[config.mk]
export PLATFORM = sky130hd
export DESIGN_NAME = cms_pix28_cmd_sequencer
export DESIGN_NICKNAME = d
export VERILOG_FILES = /design/src/rtl/cms_pix28_cmd_sequencer.sv
export SDC_FILE = /design/constraint.sdc
export NUM_CORES = 1
export LEC_CHECK = 0
export CELL_PAD_IN_SITES_DETAIL_PLACEMENT = 0
export CELL_PAD_IN_SITES_GLOBAL_PLACEMENT = 1
export CORE_MARGIN = 2
export CORE_UTILIZATION = 36
export DETAILED_ROUTE_END_ITERATION = 8
export GPL_ROUTABILITY_DRIVEN = 0
export GPL_TIMING_DRIVEN = 0
export PLACE_DENSITY_LB_ADDON = 0.1
export SYNTH_ARGS = -nofsm -noshare
export SYNTH_HDL_FRONTEND = slang
export SYNTH_SLANG_ARGS = --single-unit
export TNS_END_PERCENT = 50
[constraint.sdc]
create_clock -name fw_axi_clk -period 3 [get_ports fw_axi_clk]
set_input_delay 0.6 -clock fw_axi_clk [delete_from_list [all_inputs] [get_ports fw_axi_clk]]
set_output_delay 0.6 -clock fw_axi_clk [all_outputs]
set_load 0.02 [all_outputs]
[src/rtl/cms_pix28_cmd_sequencer.sv]
// ----------------------------------------------------------------------------
// cms_pix28_cmd_sequencer
//
// Command front-end for one CMS PIX28 firmware IP slot. Command words arriving
// from the AXI register bridge are laid out as {device_id[3:0], op_code[3:0],
// body[23:0]}. The block answers only to FIRMWARE_ID. It does four things:
//   - holds the two static configuration registers,
//   - forwards array-config writes and read requests to the array engine,
//   - launches tests and tracks their completion,
//   - maintains the 32-bit firmware status register.
// Every strobe and register update appears on the cycle after the command is
// accepted.
//
// Optional feature: define CMS_PIX28_CMD_TIMEOUT_EN to enable an array-read
// watchdog. When it fires, the block returns a rd_data body of 24'hDEAD00 and
// sets status[30].
//
// Ports:
//   fw_axi_clk, fw_rst_n          clock, asynchronous active-low reset
//   cmd_valid/cmd_data/cmd_ready  command word handshake
//   cfg_static_0/1                latched static configuration bodies
//   arr_wr_valid/arr_sel/arr_wr_data       array-config write strobe
//   arr_rd_req/arr_rd_sub                  array read request
//   arr_rd_valid/arr_rd_data               array read return
//   rd_valid/rd_data              read response {id, op, 24-bit data}
//   exec_start/exec_cfg           test launch pulse and latched W_EXECUTE body
//   test_done                     one-hot per-test done pulses
//   fw_soft_rst                   registered soft reset to the IP (active high)
//   status                        firmware status register
// ----------------------------------------------------------------------------
module cms_pix28_cmd_sequencer #(
  parameter logic [3:0]  FIRMWARE_ID     = 4'h1,
  parameter logic [3:0]  TESTS_SUPPORTED = 4'b0011,
  parameter int unsigned TNUM_LSB        = 14,
  parameter int unsigned RST_CYCLES      = 8,
  parameter int unsigned TIMEOUT_CYCLES  = 4096
) (
  input  logic        fw_axi_clk,
  input  logic        fw_rst_n,
  input  logic        cmd_valid,
  input  logic [31:0] cmd_data,
  output logic        cmd_ready,
  output logic [23:0] cfg_static_0,
  output logic [23:0] cfg_static_1,
  output logic        arr_wr_valid,
  output logic [1:0]  arr_sel,
  output logic [23:0] arr_wr_data,
  output logic        arr_rd_req,
  output logic        arr_rd_sub,
  input  logic        arr_rd_valid,
  input  logic [23:0] arr_rd_data,
  output logic        rd_valid,
  output logic [31:0] rd_data,
  output logic        exec_start,
  output logic [23:0] exec_cfg,
  input  logic [3:0]  test_done,
  output logic        fw_soft_rst,
  output logic [31:0] status
);

  typedef enum logic [1:0] {S_IDLE, S_RST_HOLD, S_RD_WAIT, S_EXEC} state_e;

  localparam logic [3:0] OP_NOOP    = 4'h0;
  localparam logic [3:0] OP_RST_FW  = 4'h1;
  localparam logic [3:0] OP_W_CFG0  = 4'h2;
  localparam logic [3:0] OP_R_CFG0  = 4'h3;
  localparam logic [3:0] OP_W_CFG1  = 4'h4;
  localparam logic [3:0] OP_R_CFG1  = 4'h5;
  localparam logic [3:0] OP_W_ARR0  = 4'h6;
  localparam logic [3:0] OP_R_ARR0  = 4'h7;
  localparam logic [3:0] OP_W_ARR1  = 4'h8;
  localparam logic [3:0] OP_R_ARR1  = 4'h9;
  localparam logic [3:0] OP_W_ARR2  = 4'hA;
  localparam logic [3:0] OP_R_ARR2  = 4'hB;
  localparam logic [3:0] OP_R_DAT0  = 4'hC;
  localparam logic [3:0] OP_R_DAT1  = 4'hD;
  localparam logic [3:0] OP_ST_CLR  = 4'hE;
  localparam logic [3:0] OP_EXECUTE = 4'hF;

  // Bits 0..17 plus the error flag are live. Bit 30 is live only when the
  // read watchdog is built in.
`ifdef CMS_PIX28_CMD_TIMEOUT_EN
  localparam logic [31:0] STATUS_MASK = 32'hC003_FFFF;
  localparam int unsigned TMO_W       = $clog2(TIMEOUT_CYCLES + 1);
`else
  localparam logic [31:0] STATUS_MASK = 32'h8003_FFFF;
`endif

  // Command word fields
  logic [3:0]  cmd_id;
  logic [3:0]  cmd_op;
  logic [23:0] cmd_body;
  logic [3:0]  cmd_tnum;
  assign cmd_id   = cmd_data[31:28];
  assign cmd_op   = cmd_data[27:24];
  assign cmd_body = cmd_data[23:0];
  assign cmd_tnum = cmd_body[TNUM_LSB+3 -: 4];

  // Registered state and outputs
  state_e      state_q, state_d;
  state_e      ret_state_q, ret_state_d;   // state to resume after RD_WAIT
  logic [7:0]  rst_cnt_q, rst_cnt_d;
  logic [3:0]  tnum_q, tnum_d;
  logic [7:0]  rd_hdr_q, rd_hdr_d;         // {id, op} of the pending array read
  logic        cmd_ready_q, cmd_ready_d;
  logic [23:0] cfg_static_0_q, cfg_static_0_d;
  logic [23:0] cfg_static_1_q, cfg_static_1_d;
  logic        arr_wr_valid_q, arr_wr_valid_d;
  logic [1:0]  arr_sel_q, arr_sel_d;
  logic [23:0] arr_wr_data_q, arr_wr_data_d;
  logic        arr_rd_req_q, arr_rd_req_d;
  logic        arr_rd_sub_q, arr_rd_sub_d;
  logic        rd_valid_q, rd_valid_d;
  logic [31:0] rd_data_q, rd_data_d;
  logic        exec_start_q, exec_start_d;
  logic [23:0] exec_cfg_q, exec_cfg_d;
  logic        fw_soft_rst_q, fw_soft_rst_d;
  logic [31:0] status_q, status_d;
`ifdef CMS_PIX28_CMD_TIMEOUT_EN
  logic [TMO_W-1:0] tmo_cnt_q, tmo_cnt_d;
`endif

  logic        accept;
  logic        tnum_ok;
  logic        exec_active;
  logic [3:0]  done_hit;
  logic        exec_done;
  logic        status_clr;
  logic [31:0] status_set;

  // Foreign-device words still complete the handshake; they just do nothing.
  assign accept  = cmd_valid & cmd_ready_q & (cmd_id == FIRMWARE_ID);
  assign tnum_ok = (cmd_tnum != 4'd0) && ((cmd_tnum & (cmd_tnum - 4'd1)) == 4'd0)
                   && ((cmd_tnum & TESTS_SUPPORTED) != 4'd0);

  // A test stays tracked while an array read issued from EXEC is in flight,
  // so its done pulse cannot be lost.
  assign exec_active = (state_q == S_EXEC) ||
                       ((state_q == S_RD_WAIT) && (ret_state_q == S_EXEC));
  assign done_hit    = test_done & tnum_q;
  assign exec_done   = exec_active && (done_hit != 4'd0);

  // NOTE: every signal is given its default at the top of this block, so
  // paths that do not assign it hold the value rather than inferring a latch.
  always_comb begin
    state_d        = state_q;
    ret_state_d    = ret_state_q;
    rst_cnt_d      = rst_cnt_q;
    tnum_d         = tnum_q;
    rd_hdr_d       = rd_hdr_q;
    cfg_static_0_d = cfg_static_0_q;
    cfg_static_1_d = cfg_static_1_q;
    arr_wr_valid_d = 1'b0;
    arr_sel_d      = arr_sel_q;
    arr_wr_data_d  = arr_wr_data_q;
    arr_rd_req_d   = 1'b0;
    arr_rd_sub_d   = arr_rd_sub_q;
    rd_valid_d     = 1'b0;
    rd_data_d      = rd_data_q;
    exec_start_d   = 1'b0;
    exec_cfg_d     = exec_cfg_q;
    fw_soft_rst_d  = 1'b0;
    status_clr     = 1'b0;
    status_set     = '0;
`ifdef CMS_PIX28_CMD_TIMEOUT_EN
    tmo_cnt_d      = tmo_cnt_q;
`endif

    // Done bits are ORed in after any clear, so a same-cycle clear loses.
    if (exec_done) begin
      status_set[17:14] = done_hit;
      if (state_q == S_EXEC) state_d = S_IDLE;
      else                   ret_state_d = S_IDLE;
    end

    case (state_q)
      S_RST_HOLD: begin
        if (rst_cnt_q == 8'd0) begin
          state_d = S_IDLE;
        end else begin
          rst_cnt_d     = rst_cnt_q - 8'd1;
          fw_soft_rst_d = 1'b1;
        end
      end

      S_RD_WAIT: begin
        if (arr_rd_valid) begin
          rd_valid_d = 1'b1;
          rd_data_d  = {rd_hdr_q, arr_rd_data};
          status_set = status_set | (32'd1 << (rd_hdr_q[3:0] - 4'd1));
          state_d    = ret_state_d;
        end
`ifdef CMS_PIX28_CMD_TIMEOUT_EN
        else if (tmo_cnt_q == TMO_W'(TIMEOUT_CYCLES - 1)) begin
          rd_valid_d     = 1'b1;
          rd_data_d      = {rd_hdr_q, 24'hDEAD00};
          status_set[30] = 1'b1;
          state_d        = ret_state_d;
        end else begin
          tmo_cnt_d = tmo_cnt_q + TMO_W'(1);
        end
`endif
      end

      default: begin  // S_IDLE, S_EXEC
        if (accept) begin
          case (cmd_op)
            OP_NOOP: ;

            OP_RST_FW: begin
              // Abort everything, including any test in flight.
              state_d        = S_RST_HOLD;
              rst_cnt_d      = 8'(RST_CYCLES - 1);
              fw_soft_rst_d  = 1'b1;
              cfg_static_0_d = '0;
              cfg_static_1_d = '0;
              exec_cfg_d     = '0;
              tnum_d         = '0;
              status_clr     = 1'b1;
              status_set     = 32'h0000_0001;
            end

            OP_W_CFG0, OP_W_CFG1: begin
              if (cmd_op == OP_W_CFG0) cfg_static_0_d = cmd_body;
              else                     cfg_static_1_d = cmd_body;
              status_set = status_set | (32'd1 << (cmd_op - 4'd1));
            end

            OP_R_CFG0, OP_R_CFG1: begin
              rd_valid_d = 1'b1;
              rd_data_d  = {cmd_data[31:24],
                            (cmd_op == OP_R_CFG0) ? cfg_static_0_q : cfg_static_1_q};
              status_set = status_set | (32'd1 << (cmd_op - 4'd1));
            end

            OP_W_ARR0, OP_W_ARR1, OP_W_ARR2: begin
              arr_wr_valid_d = 1'b1;
              arr_sel_d      = 2'((cmd_op - 4'd6) >> 1);
              arr_wr_data_d  = cmd_body;
              status_set     = status_set | (32'd1 << (cmd_op - 4'd1));
            end

            OP_R_ARR0, OP_R_ARR1, OP_R_ARR2, OP_R_DAT0, OP_R_DAT1: begin
              arr_rd_req_d = 1'b1;
              if (cmd_op >= OP_R_DAT0) begin
                arr_sel_d    = 2'd3;
                arr_rd_sub_d = cmd_op[0];
              end else begin
                arr_sel_d    = 2'((cmd_op - 4'd7) >> 1);
                arr_rd_sub_d = 1'b0;
              end
              rd_hdr_d    = cmd_data[31:24];
              ret_state_d = ((state_q == S_EXEC) && !exec_done) ? S_EXEC : S_IDLE;
              state_d     = S_RD_WAIT;
`ifdef CMS_PIX28_CMD_TIMEOUT_EN
              tmo_cnt_d   = '0;
`endif
            end

            OP_ST_CLR: status_clr = 1'b1;

            OP_EXECUTE: begin
              if ((state_q == S_IDLE) && tnum_ok) begin
                exec_cfg_d     = cmd_body;
                tnum_d         = cmd_tnum;
                exec_start_d   = 1'b1;
                status_set[13] = 1'b1;
                state_d        = S_EXEC;
              end else begin
                status_set[31] = 1'b1;
              end
            end

            default: ;
          endcase
        end
      end
    endcase

    status_d    = ((status_clr ? 32'd0 : status_q) | status_set) & STATUS_MASK;
    cmd_ready_d = (state_d == S_IDLE) || (state_d == S_EXEC);
  end

  // NOTE: state uses non-blocking assignments so every flop samples the
  // pre-edge value of every other flop, independent of statement order.
  always_ff @(posedge fw_axi_clk or negedge fw_rst_n) begin
    if (!fw_rst_n) begin
      state_q        <= S_IDLE;
      ret_state_q    <= S_IDLE;
      rst_cnt_q      <= '0;
      tnum_q         <= '0;
      rd_hdr_q       <= '0;
      cmd_ready_q    <= 1'b1;   // ready straight out of reset
      cfg_static_0_q <= '0;
      cfg_static_1_q <= '0;
      arr_wr_valid_q <= 1'b0;
      arr_sel_q      <= '0;
      arr_wr_data_q  <= '0;
      arr_rd_req_q   <= 1'b0;
      arr_rd_sub_q   <= 1'b0;
      rd_valid_q     <= 1'b0;
      rd_data_q      <= '0;
      exec_start_q   <= 1'b0;
      exec_cfg_q     <= '0;
      fw_soft_rst_q  <= 1'b0;
      status_q       <= '0;
`ifdef CMS_PIX28_CMD_TIMEOUT_EN
      tmo_cnt_q      <= '0;
`endif
    end else begin
      state_q        <= state_d;
      ret_state_q    <= ret_state_d;
      rst_cnt_q      <= rst_cnt_d;
      tnum_q         <= tnum_d;
      rd_hdr_q       <= rd_hdr_d;
      cmd_ready_q    <= cmd_ready_d;
      cfg_static_0_q <= cfg_static_0_d;
      cfg_static_1_q <= cfg_static_1_d;
      arr_wr_valid_q <= arr_wr_valid_d;
      arr_sel_q      <= arr_sel_d;
      arr_wr_data_q  <= arr_wr_data_d;
      arr_rd_req_q   <= arr_rd_req_d;
      arr_rd_sub_q   <= arr_rd_sub_d;
      rd_valid_q     <= rd_valid_d;
      rd_data_q      <= rd_data_d;
      exec_start_q   <= exec_start_d;
      exec_cfg_q     <= exec_cfg_d;
      fw_soft_rst_q  <= fw_soft_rst_d;
      status_q       <= status_d;
`ifdef CMS_PIX28_CMD_TIMEOUT_EN
      tmo_cnt_q      <= tmo_cnt_d;
`endif
    end
  end

  assign cmd_ready    = cmd_ready_q;
  assign cfg_static_0 = cfg_static_0_q;
  assign cfg_static_1 = cfg_static_1_q;
  assign arr_wr_valid = arr_wr_valid_q;
  assign arr_sel      = arr_sel_q;
  assign arr_wr_data  = arr_wr_data_q;
  assign arr_rd_req   = arr_rd_req_q;
  assign arr_rd_sub   = arr_rd_sub_q;
  assign rd_valid     = rd_valid_q;
  assign rd_data      = rd_data_q;
  assign exec_start   = exec_start_q;
  assign exec_cfg     = exec_cfg_q;
  assign fw_soft_rst  = fw_soft_rst_q;
  assign status       = status_q;

endmodule

==> results by group, run 1 <==
Run status
  • Outcome: finished, final reports clean

Routing
  • Vias: 6989
  • DRC viols: 0
  • Routed wire length: 26.2 mm
  • Vias per cell: 5.12
  • Final ANT Viol Nets: 0
  • DR pass1 iterations: 5
  • Avg WL per Cell: 19.2 um
  • DR iter-0 viols: 344

Finish
  • Layout cell share with drive strength beyond 1: 10.1%
  • Fin cells: 1364
  • Most frequent cells in the layout: clkdlybuf4s50_1 (217), dfrtp_1 (175), nand2_1 (146)
  • N_diodes: 0
  • # fillers: 2143
  • Area grow syn2layout: 39.3%
  • Nets: 1147
  • Commonest non-fill, non-tap cell in the layout: clkdlybuf4s50_1
  • Design area: 11500 um^2

Global route
  • Total GRT Usage: 21.6%
  • Number of global-route vias before repair: 6907
  • Wire length of the first global-routing pass: 40.3 mm
  • Initial antenna violation count: 0
  • GRT overflow: 0
  • Largest net degree at the start of global routing: 114

Synth
  • Register area share after synthesis: 53.5%
  • Multiplexer share of the synthesized area: 7.67%
  • Largest family of logic cells by synthesized area: compound AO/OA/AOI/OAI gates
  • Synth Cell Area: 8230 um^2
  • Synth Area in XOR/XNOR: 0.532%
  • Adder-Cell Fraction of Synth Area: 2.58%
  • Synth warn: 0
  • Synth Area in Compound Gates: 16.7%
  • Ys async rst share: 100%
  • Syn Inst Count: 816
  • Flops & latches, synth: 176
  • Simple-gate area share of the yosys netlist: 14.4%
  • Avg Synthesized Cell Area: 10.1 um^2
  • Top_reg_cell synth: dfrtp_1
  • Netlist cell types: 68
  • Post-synth EDFFs: 0

Place
  • Placed instance area: 10900 um^2
  • Placed cell count: 1333
  • PortBufs: 219
  • Detailed Place HPWL: 19.5 mm
  • Pre-CTS setup slack: -488 ps

Floorplan
  • IO Pins: 233
  • Die W: 155 um
  • Initial core utilization: 36.5%
  • Core area: 22600 um^2
  • Row Count: 55
  • Die height: 155 um
  • DIE AREA: 24100 um^2

Setup path
  • Reg2reg end: status[13]
  • Critical Path Max Stage Delay: 570 ps
  • WS Path Type: input pin to register
  • Setup crit start kind: input pin
  • Max stage delay cell, worst path: clkdlybuf4s50_1
  • Crit-path max FO: 10
  • Sequence of cells on the critical path: clkdlybuf4s50_1, inv_2, ha_1, buf_2, and4bb_1, nor3_2, nand2_1, buf_2, a2111oi_1, a31o_1
  • Worst path most repeated cell: buf_2
  • Buf/Inv on CP: 4
  • Top cell family by delay on the critical path: buffers and inverters
  • Required time of the critical path: 3370 ps
  • R2R depth: 8
  • Arrival time of the worst setup path: 3230 ps
  • FF-to-FF setup slack: 260 ps
  • R2r startpoint: state_q[0]
  • CP endpoint kind: register

Clocking
  • Worst-Skew Late Latency: 440 ps
  • Root Driver: clkbuf_16
  • CTS clk-pin slew, worst paths: 70 ps
  • CTS tree: done
  • TritonCTS buffer count: 17
  • Post-CTS repair timing setup buffer count: 0
  • Clk buf depth: 2
  • Num Clock Sinks: 176
  • H-tree depth: 4

Timing
  • Fin crit period: 2850 ps
  • Endpoints failing setup: 0
  • Final worst setup slack: 146 ps
  • Slew @ Worst Pin: 813 ps
  • Skew final: 12.0 ps
  • Final Max Tran Viols: 0
  • RSZ-0062 raised after global routing: false
  • Fin crit share: 95.1%
  • Worst hold margin: 89.3 ps
  • Hold Vio Cnt, Final: 0
  • Slew HR: 45.8%
  • Fmax: 350 MHz

Power and ir drop
  • Lkg Pwr: 4.96 nW
  • Worst vdd ir: 396 uV
  • PnR Total Power: 6.04 mW
  • Pwr/cell area: 527 nW/um^2

Job
  • Max-Cap Viols: 0

Min path
  • Hold Crit Class: input pin to asynchronous set/reset pin
[where the power goes]
part	switching, mW	internal, mW	leakage (nW)
combinational	0.704	0.512	2.24
clock	1.08	1.12	0.290
sequential	0.0955	2.53	2.43
[worst max path at each step]
stage / startpoint / end / slack (ps) / cells after the start
after floorplan: cmd_data[25] / status[14] / 700 / 9
after global placement: fw_rst_n / arr_wr_data[7] / -6350 / 1
after detailed placement: cmd_data[24] / arr_wr_data[20] / -490 / 10
after CTS: cmd_data[24] / cfg_static_1[13] / 10 / 10
after global routing: cmd_data[25] / rd_data[19] / 1 / 10
final: cmd_data[25] / arr_sel[1] / 150 / 10
[cell families (layout without fill, tap and decap cells)]
family                   count (synthesis)  in the layout
AO/OA/AOI/OAI                          217            217
adder cells (fa/ha/maj)                 17             17
XOR/XNOR                                 5              5
AND/OR/NAND/NOR                        260            260
other                                    1             13
flip-flops                             176            176
buffers and inverters                   80            331
multiplexers                            60             60
[layer usage]
layer / wire length [um] / share of wire (%) / vias up / global-route usage, %
met5: 0 / 0 / - / 0
met4: 253 / 0.97 / 0 / 4.46
met3: 1440 / 5.5 / 20 / 5.46
met2: 11200 / 43 / 188 / 31.7
met1: 13300 / 51 / 3446 / 32.4
li1: - / - / 3335 / -
[cells in the mapped netlist, types with 10 or more instances]
cell      count  area [um^2]
nor3_1       11         55.1
inv_1        14         52.6
nand2_1     146          548
nand3_1      10         50.1
clkbuf_1     31          116
o21ai_0      53          265
buf_2        17         85.1
nor2_1       43          161
and2_1       10         62.6
o21ai_1      53          265
mux2i_1      35          350
buf_4        15          113
mux2_2       17          191
a22o_1       23          201
a21oi_1      38          190
dfrtp_1     175         4380
ha_1         17          213
[cell type report]
type | count | area, um^2 | share of cell area [%]
Clock buffer | 17 | 425 | 3.71
Inverter | 15 | 56.3 | 0.491
Tap cell | 285 | 357 | 3.11
Multi-Input combinational cell | 572 | 3510 | 30.6
Sequential cell | 176 | 4410 | 38.4
Clock inverter | 15 | 163 | 1.42
Buffer | 64 | 328 | 2.86
Timing Repair Buffer | 220 | 2230 | 19.4
[sequential cells by signal, indices dropped and copies added, names as in the netlist]
register and count:
arr_rd_req 1, arr_rd_sub 1, arr_sel 2, arr_wr_data 24, arr_wr_valid 1, cfg_static_0 24
cfg_static_1 24, cmd_ready 1, exec_cfg 21, exec_start 1, fw_soft_rst 1, rd_data 32
rd_hdr_q 8, rd_valid 1, ret_state_q 2, rst_cnt_q 8, state_q 2, status 19
tnum_q 3
[repair_timing]
item	in CTS	in global routing
hold buffers	0	0
setup endpoints to repair	7	100
resized for setup	1	18
pin swaps	0	0
[metrics by stage]
stage | utilization [%] | setup TNS (ps)
6_report | 50.8 | 0
5_1_grt | 50.8 | 0
4_1_cts | 50.7 | 0
3_5_place_dp | 48.1 | -39310
3_3_place_gp | 48.0 | -1151330
2_1_floorplan | - | 0
Note: power is estimated with default switching activity, not from simulation.
==> run 2, diff against run 1 <==
Settings changed: CORE_MARGIN 2 to unset.
==> run 2 against run 1 <==
  * Clock power shrank 4%
  * Core utilization increased by 0.91 points
  * Combinational power is essentially flat
  * Total power shrank 1.5%
==> results by group, run 2 (synthesized netlist as in run 1, its figures left out) <==
Floorplan
  • Initial core utilization: 37.3% (was 36.5%)
  • DIE AREA: 23500 um^2 (was 24100 um^2)
  • IO Pins: 233 (unchanged)
  • Die height: 153 um (was 155 um)
  • Row Count: 54 (was 55)
  • Core area: 22100 um^2 (was 22600 um^2)
  • Die W: 153 um (was 155 um)

Timing
  • Fin crit period: 2900 ps (was 2850 ps)
  • RSZ-0062 raised after global routing: true (was false)
  • Endpoints failing setup: 0 (unchanged)
  • Hold Vio Cnt, Final: 0 (unchanged)
  • Final Max Tran Viols: 0 (unchanged)
  • Slew HR: 44.1% (was 45.8%)
  • Fmax: 345 MHz (was 350 MHz)
  • Skew final: 11.1 ps (was 12.0 ps)
  • Fin crit share: 96.5% (was 95.1%)
  • Slew @ Worst Pin: 839 ps (was 813 ps)

Routing
  • DR iter-0 viols: 405 (was 344)
  • Vias: 6952 (was 6989)
  • DRC viols: 0 (unchanged)
  • Routed wire length: 26.0 mm (was 26.2 mm)
  • Vias per cell: 5.11 (was 5.12)
  • DR pass1 iterations: 5 (unchanged)
  • Avg WL per Cell: 19.1 um (was 19.2 um)
  • Final ANT Viol Nets: 0 (unchanged)

Setup path
  • Arrival time of the worst setup path: 3210 ps (was 3230 ps)
  • Setup crit start kind: input pin (unchanged)
  • R2r startpoint: state_q[0] (unchanged)
  • Reg2reg end: status[13] (unchanged)
  • WS Path Type: input pin to register (unchanged)
  • Sequence of cells on the critical path: clkdlybuf4s50_1, inv_1, ha_1, clkbuf_2, o21ai_2, mux2i_1, nand2_1, buf_2, buf_4, mux2_1 (was clkdlybuf4s50_1, inv_2, ha_1, buf_2, and4bb_1, nor3_2, nand2_1, buf_2, a2111oi_1, a31o_1)
  • FF-to-FF setup slack: 230 ps (was 260 ps)
  • Crit-path max FO: 10 (unchanged)
  • Max stage delay cell, worst path: clkdlybuf4s50_1 (unchanged)
  • R2R depth: 8 (unchanged)
  • Required time of the critical path: 3310 ps (was 3370 ps)
  • Critical Path Max Stage Delay: 680 ps (was 570 ps)
  • Top cell family by delay on the critical path: buffers and inverters (unchanged)
  • Buf/Inv on CP: 5 (was 4)
  • CP endpoint kind: register (unchanged)

Global route
  • Initial antenna violation count: 0 (unchanged)
  • Largest net degree at the start of global routing: 110 (was 114)
  • Wire length of the first global-routing pass: 41.2 mm (was 40.3 mm)
  • GR met3 Demand/Resource: 5.05% (was 5.46%)
  • GRT overflow: 0 (unchanged)
  • Met1 GRT Util: 34.3% (was 32.4%)
  • Global route hottest layer: met1 (unchanged)
  • Met2 usage: 33.3% (was 31.7%)
  • Number of global-route vias before repair: 6904 (was 6907)
  • Total GRT Usage: 22.9% (was 21.6%)

Power and ir drop
  • Worst vdd ir: 363 uV (was 396 uV)
  • Pwr/cell area: 521 nW/um^2 (was 527 nW/um^2)
  • PnR Total Power: 5.95 mW (was 6.04 mW)
  • Lkg Pwr: 4.92 nW (was 4.96 nW)

Place
  • Detailed Place HPWL: 19.4 mm (was 19.5 mm)
  • PortBufs: 219 (unchanged)

Clocking
  • CTS tree: done (unchanged)
  • CTS clk-pin slew, worst paths: 70 ps (about the same)
  • H-tree depth: 4 (unchanged)
  • Post-CTS Hold Buffers: 0 (unchanged)
  • TritonCTS buffer count: 17 (unchanged)
  • Root Driver: clkbuf_16 (unchanged)
  • Clk buf depth: 2 (unchanged)
  • Worst-Skew Late Latency: 430 ps (was 440 ps)
  • Post-CTS repair timing setup buffer count: 0 (unchanged)
  • Num Clock Sinks: 176 (unchanged)

Finish
  • Final Util: 51.7% (was 50.8%)
  • Commonest non-fill, non-tap cell in the layout: clkdlybuf4s50_1 (unchanged)
  • Layout cell share with drive strength beyond 1: 10.1% (about the same)
  • N_diodes: 0 (unchanged)
  • Nets: 1148 (was 1147)
  • Largest register FFs: 32 (unchanged)
  • Area grow syn2layout: 38.8% (was 39.3%)
  • Most frequent cells in the layout: clkdlybuf4s50_1 (218), dfrtp_1 (175), nand2_1 (146) (was clkdlybuf4s50_1 (217), dfrtp_1 (175), nand2_1 (146))

Run status
  • Outcome: finished, final reports clean (unchanged)

Min path
  • Hold Crit Class: input pin to asynchronous set/reset pin (unchanged)

Job
  • Max-Cap Viols: 0 (unchanged)
run 2: worst max path at each step:
stage / startpoint / to / slack, ps / cells past startpoint
global route: cmd_data[24] / cfg_static_1[15] / -9 / 10
finish: cmd_data[24] / arr_wr_data[20] / 100 / 10
detailed placement: cmd_data[24] / arr_wr_data[20] / -570 / 10
CTS: cmd_data[24] / rd_data[5] / 70 / 10
global placement: fw_rst_n / arr_wr_data[8] / -6200 / 1
floorplan: cmd_data[25] / status[14] / 700 / 9
run 2: through the flow:
| step | std cells | TNS (ps) | hold WS [ps] | setup WS (ps) | cell area [um^2] |
|---|---|---|---|---|---|
| 2_1_floorplan | 828 | 0 | 304 | 696 | 8280 |
| 3_3_place_gp | 1327 | -1130120 | 451 | -6200 | 10800 |
| 3_5_place_dp | 1328 | -44620 | 456 | -567 | 10900 |
| 4_1_cts | 1360 | 0 | 126 | 67.8 | 11400 |
| 5_1_grt | 1360 | -17.6 | 134 | -9.23 | 11400 |
| 6_report | 1360 | 0 | 101 | 104 | 11400 |
run 2: layout make-up:
| class | count | area (um^2) |
|---|---|---|
| plain buffers | 65 | 333 |
| fillers | 2083 | 10700 |
| clock buffers | 18 | 429 |
| clock inverters | 14 | 121 |
| well taps | 280 | 350 |
| repair buffers | 220 | 2220 |
| inverters | 15 | 56.3 |
| flip-flops and latches | 176 | 4410 |
| multi-input cells | 572 | 3510 |
run 2: where the power goes:
group	switching (mW)	total [mW]	internal, mW
clock	1.02	2.11	1.09
sequential	0.0941	2.62	2.53
combinational	0.705	1.22	0.512
total	1.82	5.95	4.13
run 2: routing by layer:
layer | vias to the layer above | share of wire, %
li1 | 3341 | -
met1 | 3366 | 51
met2 | 220 | 43
met3 | 25 | 5.6
met4 | 0 | 1.2
met5 | - | 0
run 2: what timing repair did:
action | 4_1_cts | 5_1_grt
cloned | 0 | 0
pin swaps | 0 | 0
setup endpoints to repair | 11 | 60
gates resized for setup | 3 | 15
